--- config.mk ---
export PLATFORM = sky130hd
export DESIGN_NAME = flash_frame_loader
export DESIGN_NICKNAME = d
export VERILOG_FILES = /design/src/rtl/fft_pkg.sv /design/src/rtl/flash_frame_loader.sv
export SDC_FILE = /design/constraint.sdc
export NUM_CORES = 1
export LEC_CHECK = 0
export ABC_AREA = 1
export CAP_MARGIN = 5
export CORE_UTILIZATION = 48
export CTS_CLUSTER_SIZE = 25
export DETAILED_ROUTE_END_ITERATION = 8
export GPL_ROUTABILITY_DRIVEN = 0
export PLACE_DENSITY_LB_ADDON = 0.1
export SLEW_MARGIN = 20
export SYNTH_ARGS = -nofsm -noshare
export SYNTH_HDL_FRONTEND = slang
export SYNTH_SLANG_ARGS = --single-unit
--- constraint.sdc ---
create_clock -name i_clk -period 3.4 [get_ports i_clk]
set_input_delay 0.34 -clock i_clk [delete_from_list [all_inputs] [get_ports i_clk]]
set_output_delay 0.34 -clock i_clk [all_outputs]
set_load 0.05 [all_outputs]
--- src/rtl/fft_pkg.sv ---
// Shared types and constants for the FFT front end: loader state enum, frame geometry
// and the address bit-reversal helper.
package fft_pkg;

    typedef enum logic [1:0] {
        LOAD,
        SETTLE,
        PRESENT,
        WAIT_ACK
    } state_t;

    localparam int unsigned FRAME_LEN = 4;
    localparam int unsigned ADDR_W    = 2;

    function automatic logic [ADDR_W-1:0] bitrev(input logic [ADDR_W-1:0] a);
        logic [ADDR_W-1:0] r;
        r = '0;
        for (int i = 0; i < ADDR_W; i++) begin
            r[i] = a[ADDR_W-1-i];
        end
        return r;
    endfunction

endpackage

--- src/rtl/flash_frame_loader.sv ---
// Loads four stream samples into the flash register store, then presents and holds a frame.
// Define FLASH_FRAME_LOADER_BITREV_EN to write samples in bit-reversed address order.
module flash_frame_loader
    import fft_pkg::*;
#(
    parameter int unsigned N     = 16,
    parameter int unsigned CNT_W = 8
) (
    input  logic              i_clk,
    input  logic              i_rst,
    input  logic [N-1:0]      i_data,
    input  logic              i_valid,
    output logic              o_ready,
    output logic              o_ena,
    output logic [ADDR_W-1:0] o_address,
    output logic [N-1:0]      o_word,
    output logic              o_frame_valid,
    input  logic              i_frame_ack,
    output logic [CNT_W-1:0]  o_frame_cnt,
    output logic              o_busy
);

    state_t              r_state;
    logic [ADDR_W-1:0]   r_idx;
    logic                r_ready;
    logic                r_ena;
    logic [ADDR_W-1:0]   r_address;
    logic [N-1:0]        r_word;
    logic                r_frame_valid;
    logic [CNT_W-1:0]    r_frame_cnt;
    logic                r_busy;

    logic [ADDR_W-1:0]   w_map;
    logic                w_accept;

`ifdef FLASH_FRAME_LOADER_BITREV_EN
    assign w_map = bitrev(r_idx);
`else
    assign w_map = r_idx;
`endif

    assign w_accept = i_valid & r_ready;

    always_ff @(posedge i_clk or posedge i_rst) begin
        if (i_rst) begin
            r_state       <= LOAD;
            r_idx         <= '0;
            r_ready       <= 1'b1;
            r_ena         <= 1'b0;
            r_address     <= '0;
            r_word        <= '0;
            r_frame_valid <= 1'b0;
            r_frame_cnt   <= '0;
            r_busy        <= 1'b0;
        end else begin
            r_ena <= 1'b0;
            case (r_state)
                LOAD: begin
                    if (w_accept) begin
                        r_ena     <= 1'b1;
                        r_address <= w_map;
                        r_word    <= i_data;
                        r_idx     <= r_idx + 1'b1;
                        if (r_idx == ADDR_W'(FRAME_LEN - 1)) begin
                            r_ready <= 1'b0;
                            r_busy  <= 1'b1;
                            r_state <= SETTLE;
                        end
                    end
                end
                // Store registers the last write at the end of this cycle.
                SETTLE: begin
                    r_state <= PRESENT;
                end
                PRESENT: begin
                    r_frame_valid <= 1'b1;
                    r_state       <= WAIT_ACK;
                end
                WAIT_ACK: begin
                    if (i_frame_ack) begin
                        r_frame_valid <= 1'b0;
                        r_frame_cnt   <= r_frame_cnt + 1'b1;
                        r_ready       <= 1'b1;
                        r_busy        <= 1'b0;
                        r_state       <= LOAD;
                    end
                end
                default: begin
                    r_state <= LOAD;
                end
            endcase
        end
    end

    assign o_ready       = r_ready;
    assign o_ena         = r_ena;
    assign o_address     = r_address;
    assign o_word        = r_word;
    assign o_frame_valid = r_frame_valid;
    assign o_frame_cnt   = r_frame_cnt;
    assign o_busy        = r_busy;

endmodule

==> flow_results.org, run 1 <==
** Final layout
- Summing all multi-input logic gate instances after layout gives 567 um2.
- Fill cells in the final layout number 233.
- Area growth, synth to finish :: 38.5%
- Number of antenna cells inserted :: 0
- FF+latch area :: 852 um2
- Final Net Count :: 250
- Of the cells placed in the final design, the portion with a size suffix greater than 1 is 0.0667.
- Post-route core utilization :: 0.732

** Power
- The worst-case IR drop observed on VDD is 0.617 mV.
- Lkg Pwr :: 1.05 nW
- Power density cells :: 1030 nW/um2
- Summing internal, switching and leakage power gives 2.16 mW.

** Critical path
- Cell depth of the worst flop-to-flop path :: 6
- Critical path type :: register to primary output
- Slowest library cell on the worst path :: clkdlybuf4s50_1
- Cell type group with the largest total delay on the critical path :: buffers and inverters
- Worst reg2reg endpoint :: o_address[1]$_DFFE_PP0P_
- Crit Path Max Fanout :: 5
- The startpoint identified for the worst register-to-register timing path is r_state[0]$_DFFE_PP0P_.
- CP Cell Sequence :: clkdlybuf4s50_1
- The worst setup path is captured at a primary output.
- Required time of the critical path :: 3.06 ns
- WP buf/inv :: 1
- On the worst path, the slowest cell contributes a delay of 0.81 ns.
- Reg2Reg Setup Slack :: 1.58 ns
- Data on the critical path arrives at its endpoint at 1.73 ns.
- Type of element launching the critical path :: register

** Drt
- After detailed routing, the total wire length is 3.05 mm.
- Via density per instance :: 4.94
- Initial detailed-routing violation count :: 57
- Post-DR wirelength/cell :: 11.9 um
- In the routed design, unresolved DRC markers number 2.
- Total vias in the final route :: 1,265
- TritonRoute pass-1 iters :: 9
- DRT antenna net count :: 0

** Clock tree
- Clock buffer count from CTS :: 5
- Clock latency on the worst-skew pair :: 0.34 ns
- TritonCTS built the clock tree.
- Buffer type at the clock tree root :: clkbuf_4
- Setup bufs post-CTS :: 0
- Clock-pin slew was measured on the worst setup and hold paths at 0.11 ns.
- The tree built by TritonCTS fans out to 34 sinks.
- Buffer depth of the longest clock path :: 2
- After clock tree synthesis, the flow added hold-fix buffers numbering 0.
- Post-CTS repair changed the size of 0 cells.
- Clock H-tree levels :: 2

** Synthesis
- Synthesis inferred 34 register bits.
- Post-synth net total :: 197
- Synthesis produced 171 cells.
- Fraction of the yosys area taken by sequential cells :: 0.566
- During synthesis, Yosys emitted a total of 0 warnings.
- Average size of a mapped cell :: 8.81 um2
- The cell area that synthesis handed to floorplanning was 1510 um2.
- Post-synthesis cell type count :: 19

** Status
- The final reports fail on design-rule violations.
- The flow ran to the end, but the final reports show violations.

** Place
- Detailed placement finished with a half-perimeter wire length of 2.20 mm.
- Number of input and output port buffers inserted :: 49

** Timing
- Across the routed clock network, the largest skew measured is 0.00711 ns.
- Setup violations remaining at the end of the flow were counted as 0.
- The number of slew-limit violations in the final report was 0.
- Summed over all failing endpoints, the final setup total negative slack is 0 ns.
- Share of the cycle needed by the critical path after routing :: 0.610
- Tmin final :: 2.07 ns
- The final hold violation count came to 0.
- Worst rel slew slack :: 0.353
- Highest achievable clock rate :: 0.483 GHz
- For the pin with the worst max-slew slack, the measured transition is 0.970 ns.
- RSZ-0062 raised after global routing :: no

** Hold path
- The worst hold path terminates at o_busy$_DFFE_PP0P_.
- The worst hold path was traced through 2 stages.
- In this run the most critical hold path is launched from o_busy$_DFFE_PP0P_.
- Class of the most critical hold timing path :: register to register

** Global route
- Pin count of the biggest net entering global routing :: 27
- Number of antenna violations at the first check in global routing :: 0
- Total routing usage reported by global routing :: 0.212
- The number of global-route vias before repair is 1,263.
- After global routing the overflow that remains totals 0.
- The first global-routing pass estimated 5.25 mm of wire.

** Die
- Initial standard-cell utilization of the core :: 0.528
- For this design the top-level I/O count stands at 50.
- Die boundary width :: 58.0 um
- Die H :: 58.0 um
- Core Footprint :: 2850 um2
- Standard-cell row count :: 19
- The die covers 3370 um2.

** Job
- Max-cap violations :: 0
[placed cells by master, fill, tap and decap left out, drive strengths merged, types with 2 or more instances in the layout]
master	instances
nand3b	2
xnor2	2
inv	13
ha	6
clkinvlp	2
nand2	90
dfrtp	33
clkdlybuf4s50	49
xor2	2
o21ai	2
nand3	8
nor2	6
clkbuf	5
[cell type report]
type,count,area share
clock inverters,3,0.0216
multi-input cells,120,0.272
inverters,13,0.0234
flip-flops and latches,34,0.408
clock buffers,5,0.0180
well taps,31,0.0186
repair buffers,50,0.239
[synth_stat cells]
cell | number | area, um2
nand3_2 | 2 | 20.0
inv_2 | 1 | 3.75
nor2_2 | 1 | 6.26
o21ai_0 | 2 | 10.0
nor2_1 | 4 | 15.0
nand2_1 | 90 | 338
nand3_1 | 6 | 30.0
a21oi_1 | 1 | 5.00
buf_2 | 1 | 5.00
dfstp_2 | 1 | 26.3
dfrtp_1 | 33 | 826
ha_1 | 6 | 75.1
nand3b_1 | 2 | 15.0
xnor2_1 | 2 | 17.5
nor2_4 | 1 | 11.3
buf_6 | 3 | 33.8
inv_1 | 12 | 45.0
xor2_1 | 2 | 17.5
nand4_1 | 1 | 6.26
[layer usage]
metal  up-vias  routed length (um)  track usage
met4         0                  55        0.116
li1        626                   -            -
met2        33                1560        0.351
met5         -                   0            0
met1       601                1260        0.249
met3         5                 173       0.0603
[flip-flops by register name (all words and copies together) (netlist names)]
| name | flops |
|---|---|
| o_word | 16 |
| o_frame_cnt | 8 |
| o_address | 2 |
| r_idx | 2 |
| r_state | 2 |
| o_busy | 1 |
| o_ena | 1 |
| o_frame_valid | 1 |
| o_ready | 1 |
[through the flow]
stage	cells	cell area, um2	setup slack [ns]	hold WS, ns
after floorplan	171	1510	1.97	0.450
after global placement	248	2000	1.57	0.457
after detailed placement	248	2000	1.51	0.463
after CTS	256	2090	1.30	0.491
after global routing	256	2090	1.28	0.506
final	256	2090	1.33	0.489
[cell families (layout without fill, tap and decap cells)]
logic type,after synthesis,in the layout,synth area share
AO/OA/AOI/OAI,3,3,0.00996
XOR/XNOR,4,4,0.0233
adder cells (fa/ha/maj),6,6,0.0498
buffers and inverters,17,71,0.0581
flip-flops,34,34,0.566
AND/OR/NAND/NOR,107,107,0.293
[worst max-delay path by stage]
stage,startpoint,end,slack (ns),cells past startpoint
after CTS,o_ready$_DFFE_PP1P_,o_ready,1.30,1
final,o_ready$_DFFE_PP1P_,o_ready,1.33,1
after global placement,i_valid,o_address[0]$_DFFE_PP0P_,1.57,5
after global routing,o_ready$_DFFE_PP1P_,o_ready,1.28,1
after floorplan,o_frame_cnt[0]$_DFFE_PP0P_,o_frame_cnt[4]$_DFFE_PP0P_,1.97,6
after detailed placement,i_valid,o_word[9]$_DFFE_PP0P_,1.51,5
[report_power, final]
| part | total, mW | internal (mW) | switching, mW |
|---|---|---|---|
| clock network | 0.297 | 0.154 | 0.143 |
| registers | 0.697 | 0.575 | 0.122 |
| logic | 1.16 | 0.385 | 0.778 |
| total | 2.16 | 1.11 | 1.04 |
Power figures use the tool's default switching activity.
==> run 2, diff against run 1 <==
--- a/config.mk
+++ b/config.mk
@@ -7,7 +7,7 @@
 export LEC_CHECK = 0
 export ABC_AREA = 1
 export CAP_MARGIN = 5
-export CORE_UTILIZATION = 48
+export CORE_UTILIZATION = 40
 export CTS_CLUSTER_SIZE = 25
 export DETAILED_ROUTE_END_ITERATION = 8
 export GPL_ROUTABILITY_DRIVEN = 0
==> constraint.sdc (replaced) <==
create_clock -name i_clk -period 1.9 [get_ports i_clk]
set_input_delay 0.19 -clock i_clk [delete_from_list [all_inputs] [get_ports i_clk]]
set_output_delay 0.19 -clock i_clk [all_outputs]
set_load 0.05 [all_outputs]
==> run 2 against run 1 <==
Against the previous run:
- the run now ends clean
- worst hold slack lost 0.19 ns
- clock skew shrank 0.0042 ns
- wire length grew 1.8%
- first-iteration DRC count shrank 51%
- total power grew 81%
- clock-buffer cell count grew 1
- clock power grew 87%
- utilization shrank 12 points
==> flow_results.org, run 2 (synthesis results as in run 1) <==
** Status
- The run finished with clean final reports.

** Final layout
- Post-route core utilization :: 0.612
- The register with the most flip-flops in the layout has 16 of them.
- In the final layout, the share of cells above drive strength 1 is 0.0752.
- For this run, the number of standard cells in the final layout without fillers is 272.
- Area growth, synth to finish :: 40.9%
- The repair_antennas step left the layout with diodes totalling 0.
- The final layout contains 251 nets.
- In the layout the commonest cells are 90 x nand2_1, 48 x clkdlybuf4s50_1, 33 x dfrtp_1, 12 x inv_1.
- Most common cell after layout, fill and taps aside :: nand2_1

** Timing
- Final sum of negative setup slack :: 0 ns
- Worst Clk Skew :: 0.00291 ns
- Hold slack :: 0.297 ns
- Number of slew-limit violations in the final report :: 0
- Final Setup Violations :: 0
- In the finished design, the share of the clock period the worst path needs comes to 0.908.
- The final hold violation count is 0.
- Based on the critical path, the design can be clocked at up to 0.580 GHz.
- At the pin with the least slew margin, the transition time is 0.520 ns.
- In this run the tightest slew margin relative to its limit is 0.653.
- Setup repair after global routing left no endpoint under its margin.
- For the finished layout, the period the worst path requires is 1.72 ns.

** Critical path
- Critical path type :: register to primary output
- In this run the register-to-register setup slack is 0.51 ns.
- The largest single stage delay on the critical path is 0.83 ns.
- Data arrival time of the critical path :: 1.53 ns
- Critical path startpoint :: o_frame_cnt[0]$_DFFE_PP0P_
- WP buf/inv :: 1
- At the worst endpoint, the required time is 1.71 ns.
- The worst setup path is launched from a register.
- Slowest library cell on the worst path :: clkdlybuf4s50_1
- The number of cells on the worst reg-to-reg path is 6.
- Critical R2R Launch :: r_state[1]$_DFFE_PP0P_
- Of all nets on the critical path, the largest fanout is 4.
- CP Capture Type :: primary output
- Worst reg2reg endpoint :: o_word[3]$_DFFE_PP0P_
- Traced cell by cell, the critical path runs through clkdlybuf4s50_1.
- Cell type group with the largest total delay on the critical path :: buffers and inverters

** Clock tree
- Cells resized by post-CTS repair :: 0
- TritonCTS Sinks :: 34
- Cts-stage hold buffer count :: 0
- Clock-pin slew was measured on the worst setup and hold paths at 0.07 ns.
- The number of setup buffers added after CTS is 0.
- Buffer type at the clock tree root :: clkbuf_8
- Clock tree from TritonCTS :: done
- CTS built an H-tree with a depth of 2.
- Clock latency on the worst-skew pair :: 0.29 ns
- Buffer depth of the longest clock path :: 2
- Clock buffer count from CTS :: 5

** Global route
- The initial antenna violation count came to 0.
- The first global-routing pass estimated 5.43 mm of wire.
- Total congestion overflow after global routing :: 0
- Via count of the first global-routing pass :: 1,241
- Entering global routing, the biggest net connects 35 pins.
- In the global route stage, overall resource usage came out at 0.178.

** Drt
- For this block, the routed nets add up to 3.11 mm of wire.
- Count of unresolved DRC violations after routing :: 0
- After the first detailed-routing iteration, the DRC count stood at 28.
- In this run the remaining antenna-violating nets after routing total 0.
- The routed layout has 1,257 vias.
- After detailed routing, the average wire length per cell comes to 11.4 um.
- Via density per instance :: 4.62
- The first detailed-routing pass took 4 iterations.

** Die
- Number of top-level pins :: 50
- Measured along the y axis, the die boundary spans 63.4 um.
- In this run the standard cell core region covers 3470 um2.
- The floorplan has 21 rows.
- The initial utilization of the core area, before any placement, comes to 0.434.
- In this run the horizontal extent of the chip is 63.4 um.
- Floorplan die area :: 4020 um2

** Place
- Placed instance count :: 264
- Number of input and output port buffers inserted :: 49
- The wire-length estimate of the detail-placed layout is 2.25 mm.

** Power
- Power spread over the standard cell area amounts to 1840 nW/um2.
- The analysis attributes to cell leakage a power of 1.07 nW.
- The worst-case IR drop observed on VDD is 0.935 mV.

** Hold path
- Class of the most critical hold timing path :: input pin to asynchronous set/reset pin

** Job
- Max-cap violations in this run came to 0.
[run 2: changes by cell type in the layout (fill, tap and decap cells not counted)]
cell | before | now
buf_4 | 1 | 3
clkinv_2 | 0 | 1
clkdlybuf4s50_1 | 49 | 48
clkbuf_4 | 5 | 0
clkbuf_8 | 0 | 6
clkinvlp_4 | 2 | 1
bufinv_16 | 1 | 0
[run 2: area by class of cell]
class	count	area (um2)
Sequential cell	34	852
Clock inverter	2	12.5
Clock buffer	6	82.6
Fill cell	308	1350
Tap cell	46	57.6
Timing Repair Buffer	51	503
Inverter	13	48.8
Multi-Input combinational cell	120	567
[run 2: layer usage]
metal,GRT usage,share of wire,vias up,wire (um)
li1,-,-,625,-
met1,0.198,0.42,586,1300
met2,0.298,0.49,39,1530
met3,0.0725,0.072,7,224
met4,0.0739,0.019,0,59
met5,0,0,-,0
[run 2: through the flow]
stage	instance area, um2	worst slack (ns)	power (mW)
after CTS	2120	0.159	3.93
after detailed placement	2030	0.476	3.36
after global routing	2120	0.132	4.15
after floorplan	1510	0.472	2.69
final	2120	0.175	3.90
after global placement	2030	0.504	3.30
[run 2: power breakdown]
group | leakage [nW] | total (mW) | internal (mW) | switching [mW]
combinational | 0.605 | 2.10 | 0.691 | 1.41
sequential | 0.415 | 1.24 | 1.03 | 0.212
clock | 0.0472 | 0.555 | 0.291 | 0.264
total | 1.07 | 3.90 | 2.01 | 1.88
[run 2: worst max path at each step]
stage,end,cells after the start
after floorplan,o_frame_cnt[4]$_DFFE_PP0P_,6
after CTS,o_frame_cnt[0],1
after global placement,o_frame_cnt[0],1
after global routing,o_frame_cnt[3],1
after detailed placement,o_frame_cnt[0],1
final,o_frame_cnt[0],1
==> RTL edit 1 (config.mk and constraints of run 1) <==
The parameter `CNT_W` goes from 8 to 12.
--- a/src/rtl/flash_frame_loader.sv
+++ b/src/rtl/flash_frame_loader.sv
@@ -4,7 +4,7 @@
     import fft_pkg::*;
 #(
     parameter int unsigned N     = 16,
-    parameter int unsigned CNT_W = 8
+    parameter int unsigned CNT_W = 12
 ) (
     input  logic              i_clk,
     input  logic              i_rst,
Interface: changed (resized o_frame_cnt); port bits go from 50 to 54. No check against the original RTL was run, so the function may have changed too.
==> RTL edit 1 against run 1 <==
Sequential cell count is 4 higher; final cell count is 18% higher; via count is 11% higher; synthesized cell count is 14% higher; worst setup slack better by 0.036 ns; cell area is 14% higher; total power is 8.6% higher; area after synthesis is 11% higher; wire length is 9.7% higher; hold slack worse by 0.078 ns; combinational power is 3% higher; utilization is 1.9 points lower; count of clock-buffer cells in the layout is 1 higher; register-to-register slack better by 0.12 ns.
==> RTL edit 1: results (changes against run 1) <==
- Status: completed (was finished with violations)
- Max Fanout on Critical Path: 4 (was 5)
- Port Buffer Count: 53 (was 49)
- Pleak: 1.19 nW (was 1.05 nW)
- Vias: 1,405 (was 1,265)
- XOR/XNOR Fraction of Synth Area: 0.0366 (was 0.0233)
- M3 GR Usage: 0.0630 (was 0.0603)
- First-pass DRT Iterations: 4 (was 9)
- Clock power frac: 0.167 (was 0.138)
- Register-to-register setup slack: 1.70 ns (was 1.58 ns)
- Arrival time of the worst setup path: 1.70 ns (was 1.73 ns)
- Routed wl met3: 239 µm (was 173 µm)
- Synth cell types: 18 (was 19)
- Worst Hold Class: input pin to asynchronous set/reset pin (was flop to flop)
- Synth cell count leaders: nand2_1 (89), dfrtp_1 (37), inv_1 (18) (was nand2_1 (90), dfrtp_1 (33), inv_1 (12))
- Actual slew at the worst max-slew pin: 0.743 ns (was 0.970 ns)
- Largest net degree at the start of global routing: 22 (was 27)
- Reg-to-Reg End: o_word[14]$_DFFE_PP0P_ (was o_address[1]$_DFFE_PP0P_)
- Async SR Flop Fraction: 1.00 (unchanged)
- Clock network power: 0.392 mW (was 0.297 mW)
- Met1 wire length: 1520 µm (was 1260 µm)
- Layout cells sized above 1: 0.0588 (was 0.0667)
- M1 GR Usage: 0.276 (was 0.249)
- Fillers: 267 (was 233)
- Switching pwr: 1.06 mW (was 1.04 mW)
- Worst Skew: 0.00773 ns (was 0.00711 ns)
- Total GRT Usage: 0.211 (was 0.212)
- Mapped Nets: 221 (was 197)
- R2R depth: 7 (was 6)
- Total Nets Final: 280 (was 250)
- Synth Area in Compound Gates: 0.0179 (was 0.00997)
- Worst vdd ir: 494 µV (was 617 µV)
- First-pass GRT wire length: 5710 µm (was 5250 µm)
- Vias in the first global route: 1,335 (was 1,263)
- Sequential share of power: 0.320 (was 0.323)
- Met2 GRT Util: 0.335 (was 0.351)
- Routed wire per std cell: 11.1 µm (was 11.9 µm)
- Critical path origin: o_ready$_DFFE_PP1P_ (unchanged)
- Wire length on met2: 1540 µm (was 1560 µm)
- Drt initial violations: 81 (was 57)
- Clk Latency, worst-skew pair: 0.34 ns (about the same)
- Post-synthesis adder-cell area fraction: 0.0448 (was 0.0498)
- Synth top area cells: dfrtp_1 (55%), nand2_1 (20%), ha_1 (4.5%) (was dfrtp_1 (55%), nand2_1 (22%), ha_1 (5.0%))
- DP Wirelength: 2480 µm (was 2200 µm)
RTL edit 1: changes by cell type in the layout (fill, tap and decap cells not counted), sizes merged, moves of 4 or more:
cell	before	now
inv	13	18
clkdlybuf4s50	49	53
dfrtp	33	37
nor2	6	13
RTL edit 1: metrics by stage:
step / worst slack [ns] / cell area [µm²] / std cells / hold WS, ns / util
6_report: 1.36 / 2380 / 301 / 0.411 / 0.712
3_3_place_gp: 1.62 / 2270 / 293 / 0.461 / 0.679
5_1_grt: 1.30 / 2380 / 301 / 0.482 / 0.712
2_1_floorplan: 1.92 / 1670 / 195 / 0.450 / -
3_5_place_dp: 1.57 / 2270 / 293 / 0.464 / 0.679
4_1_cts: 1.34 / 2380 / 301 / 0.429 / 0.712
RTL edit 1: area by class of cell:
type                       count  area share
timing repair buffer          56       0.233
tap                           46      0.0242
clock buffer                   6      0.0216
sequential                    38       0.401
inverter                      18      0.0284
clock inverter                 2      0.0253
multi-input combinational    135       0.267
==> RTL edit 2 (flow settings as in run 1) <==
Without the edit above. Register the output `o_frame_cnt` once more; this adds one clock of latency there. The other outputs are not delayed to match.
--- a/src/rtl/flash_frame_loader.sv
+++ b/src/rtl/flash_frame_loader.sv
@@ -97,7 +97,9 @@
     assign o_address     = r_address;
     assign o_word        = r_word;
     assign o_frame_valid = r_frame_valid;
-    assign o_frame_cnt   = r_frame_cnt;
+    always_ff @(posedge i_clk) begin
+        o_frame_cnt <= r_frame_cnt;
+    end
     assign o_busy        = r_busy;
 
 endmodule
Function: changed (a bounded check fails within 10 cycles, from zero or initial values and one cycle with i_rst high).
==> RTL edit 2 against run 1 <==
Cell area is 9.2% higher; worst setup slack better by 0.0052 ns; die area increased by 8.6%; sequential cell count grew 8; wire length up 5.6%; critical path depth is the same; area after synthesis is 8.9% higher; total power rose by 7.3%; count of clock-buffer cells in the layout is the same.
==> RTL edit 2: results (changes against run 1) <==
- Status: completed (was finished with violations)
- Met2 GRT Util: 0.358 (was 0.351)
- Pleak: 1.12 nW (was 1.05 nW)
- Setup bufs post-CTS: 0 (unchanged)
- First-pass GRT wire length: 5490 µm (was 5250 µm)
- Critical path origin: o_ready$_DFFE_PP1P_ (unchanged)
- Synth cell count leaders: nand2_1 (86), dfrtp_1 (33), inv_1 (12) (was nand2_1 (90), dfrtp_1 (33), inv_1 (12))
- Worst Skew: 0.0106 ns (was 0.00711 ns)
- Num CTS Buffers: 5 (unchanged)
- Reg-to-Reg End: o_word[4]$_DFFE_PP0P_ (was o_address[1]$_DFFE_PP0P_)
- Max-slew headroom: 0.657 (was 0.353)
- Largest net degree at the start of global routing: 35 (was 27)
- Async SR Flop Fraction: 0.810 (was 1.00)
- Vias: 1,315 (was 1,265)
- Fillers: 259 (was 233)
- R2R depth: 6 (unchanged)
- Worst vdd ir: 449 µV (was 617 µV)
- Layout cells sized above 1: 0.0644 (was 0.0667)
- Synth top area cells: dfrtp_1 (50%), nand2_1 (20%), dfxtp_1 (9.8%) (was dfrtp_1 (55%), nand2_1 (22%), ha_1 (5.0%))
- Synth cell types: 22 (was 19)
- FF-to-FF Start: r_state[1]$_DFFE_PP0P_ (was r_state[0]$_DFFE_PP0P_)
- Root Buffer: clkbuf_4 (unchanged)
- Sequential-to-total area share from yosys stat: 0.617 (was 0.566)
- Mapped Nets: 204 (was 197)
- Register-to-register setup slack: 1.65 ns (was 1.58 ns)
- Vias in the first global route: 1,301 (was 1,263)
- Main flop type after synthesis: dfrtp_1 (unchanged)
- Critical Path End: o_ready (unchanged)
- Total Nets Final: 258 (was 250)
- Ant diodes: 0 (unchanged)
- Synth warn: 0 (unchanged)
- Worst Hold Class: input pin to asynchronous set/reset pin (was flop to flop)
- Routed wire per std cell: 11.6 µm (was 11.9 µm)
- Clock transition at the registers of the reported paths: 0.13 ns (was 0.11 ns)
- Port Buffer Count: 49 (unchanged)
- Critical-path top delay cell: clkdlybuf4s50_1 (unchanged)
- Max Fanout on Critical Path: 5 (unchanged)
- M1 GR Usage: 0.247 (was 0.249)
- DP Wirelength: 2430 µm (was 2200 µm)
- Total GRT Usage: 0.202 (was 0.212)
- First-pass DRT Iterations: 5 (was 9)
- Drt initial violations: 72 (was 57)
- M3 GR Usage: 0.0512 (was 0.0603)
- Placed instance area: 2170 µm² (was 2000 µm²)
==> RTL edit 2: changes by cell type after synthesis, sizes merged, moves of 2 or more <==
| cell | delta |
|---|---|
| dfxtp | +8 |
| nand2 | -3 |
| nor2 | +3 |
| nand3 | -2 |
| o21ai | +2 |
==> RTL edit 2: area by class of cell <==
type                       instances  area (µm²)  area share
multi-input combinational        120         557       0.244
clock inverter                     3        68.8      0.0302
tap                               44        55.1      0.0242
clock buffer                       5        37.5      0.0165
inverter                          13        50.0      0.0220
timing repair buffer              50         498       0.219
sequential                        42        1010       0.444
==> RTL edit 2: per-layer routing <==
metal | part of all wire | vias to the layer above | routed length (µm)
met4 | 0.010 | 0 | 33
met2 | 0.51 | 34 | 1640
met5 | 0 | - | 0
li1 | - | 651 | -
met1 | 0.43 | 624 | 1400
met3 | 0.046 | 6 | 148
==> RTL edit 2: metrics by stage <==
step                      utilization  std cells  worst slack [ns]  total power, mW  hold WS, ns
after CTS                       0.723        277              1.32             2.34        0.400
after global placement          0.689        269              1.62             1.91        0.379
after detailed placement        0.689        269              1.56             1.94        0.386
after floorplan                     -        178              2.11             1.57        0.368
after global routing            0.723        277              1.27             2.47        0.414
final                           0.723        277              1.33             2.32        0.393
==> RTL edit 2: power by group <==
part	leakage [nW]	internal, mW	switching [mW]
clock	0.0554	0.230	0.159
sequential	0.489	0.684	0.117
combinational	0.578	0.371	0.754
total	1.12	1.29	1.03
==> RTL edit 2: logic make-up after synthesis <==
kind of cell / Yosys count / share of synthesized area
compound gates: 5 / 0.0153
xor+xnor: 4 / 0.0214
buf+inv: 16 / 0.0435
fa+ha+maj: 6 / 0.0458
simple gates: 105 / 0.257
flops: 42 / 0.617
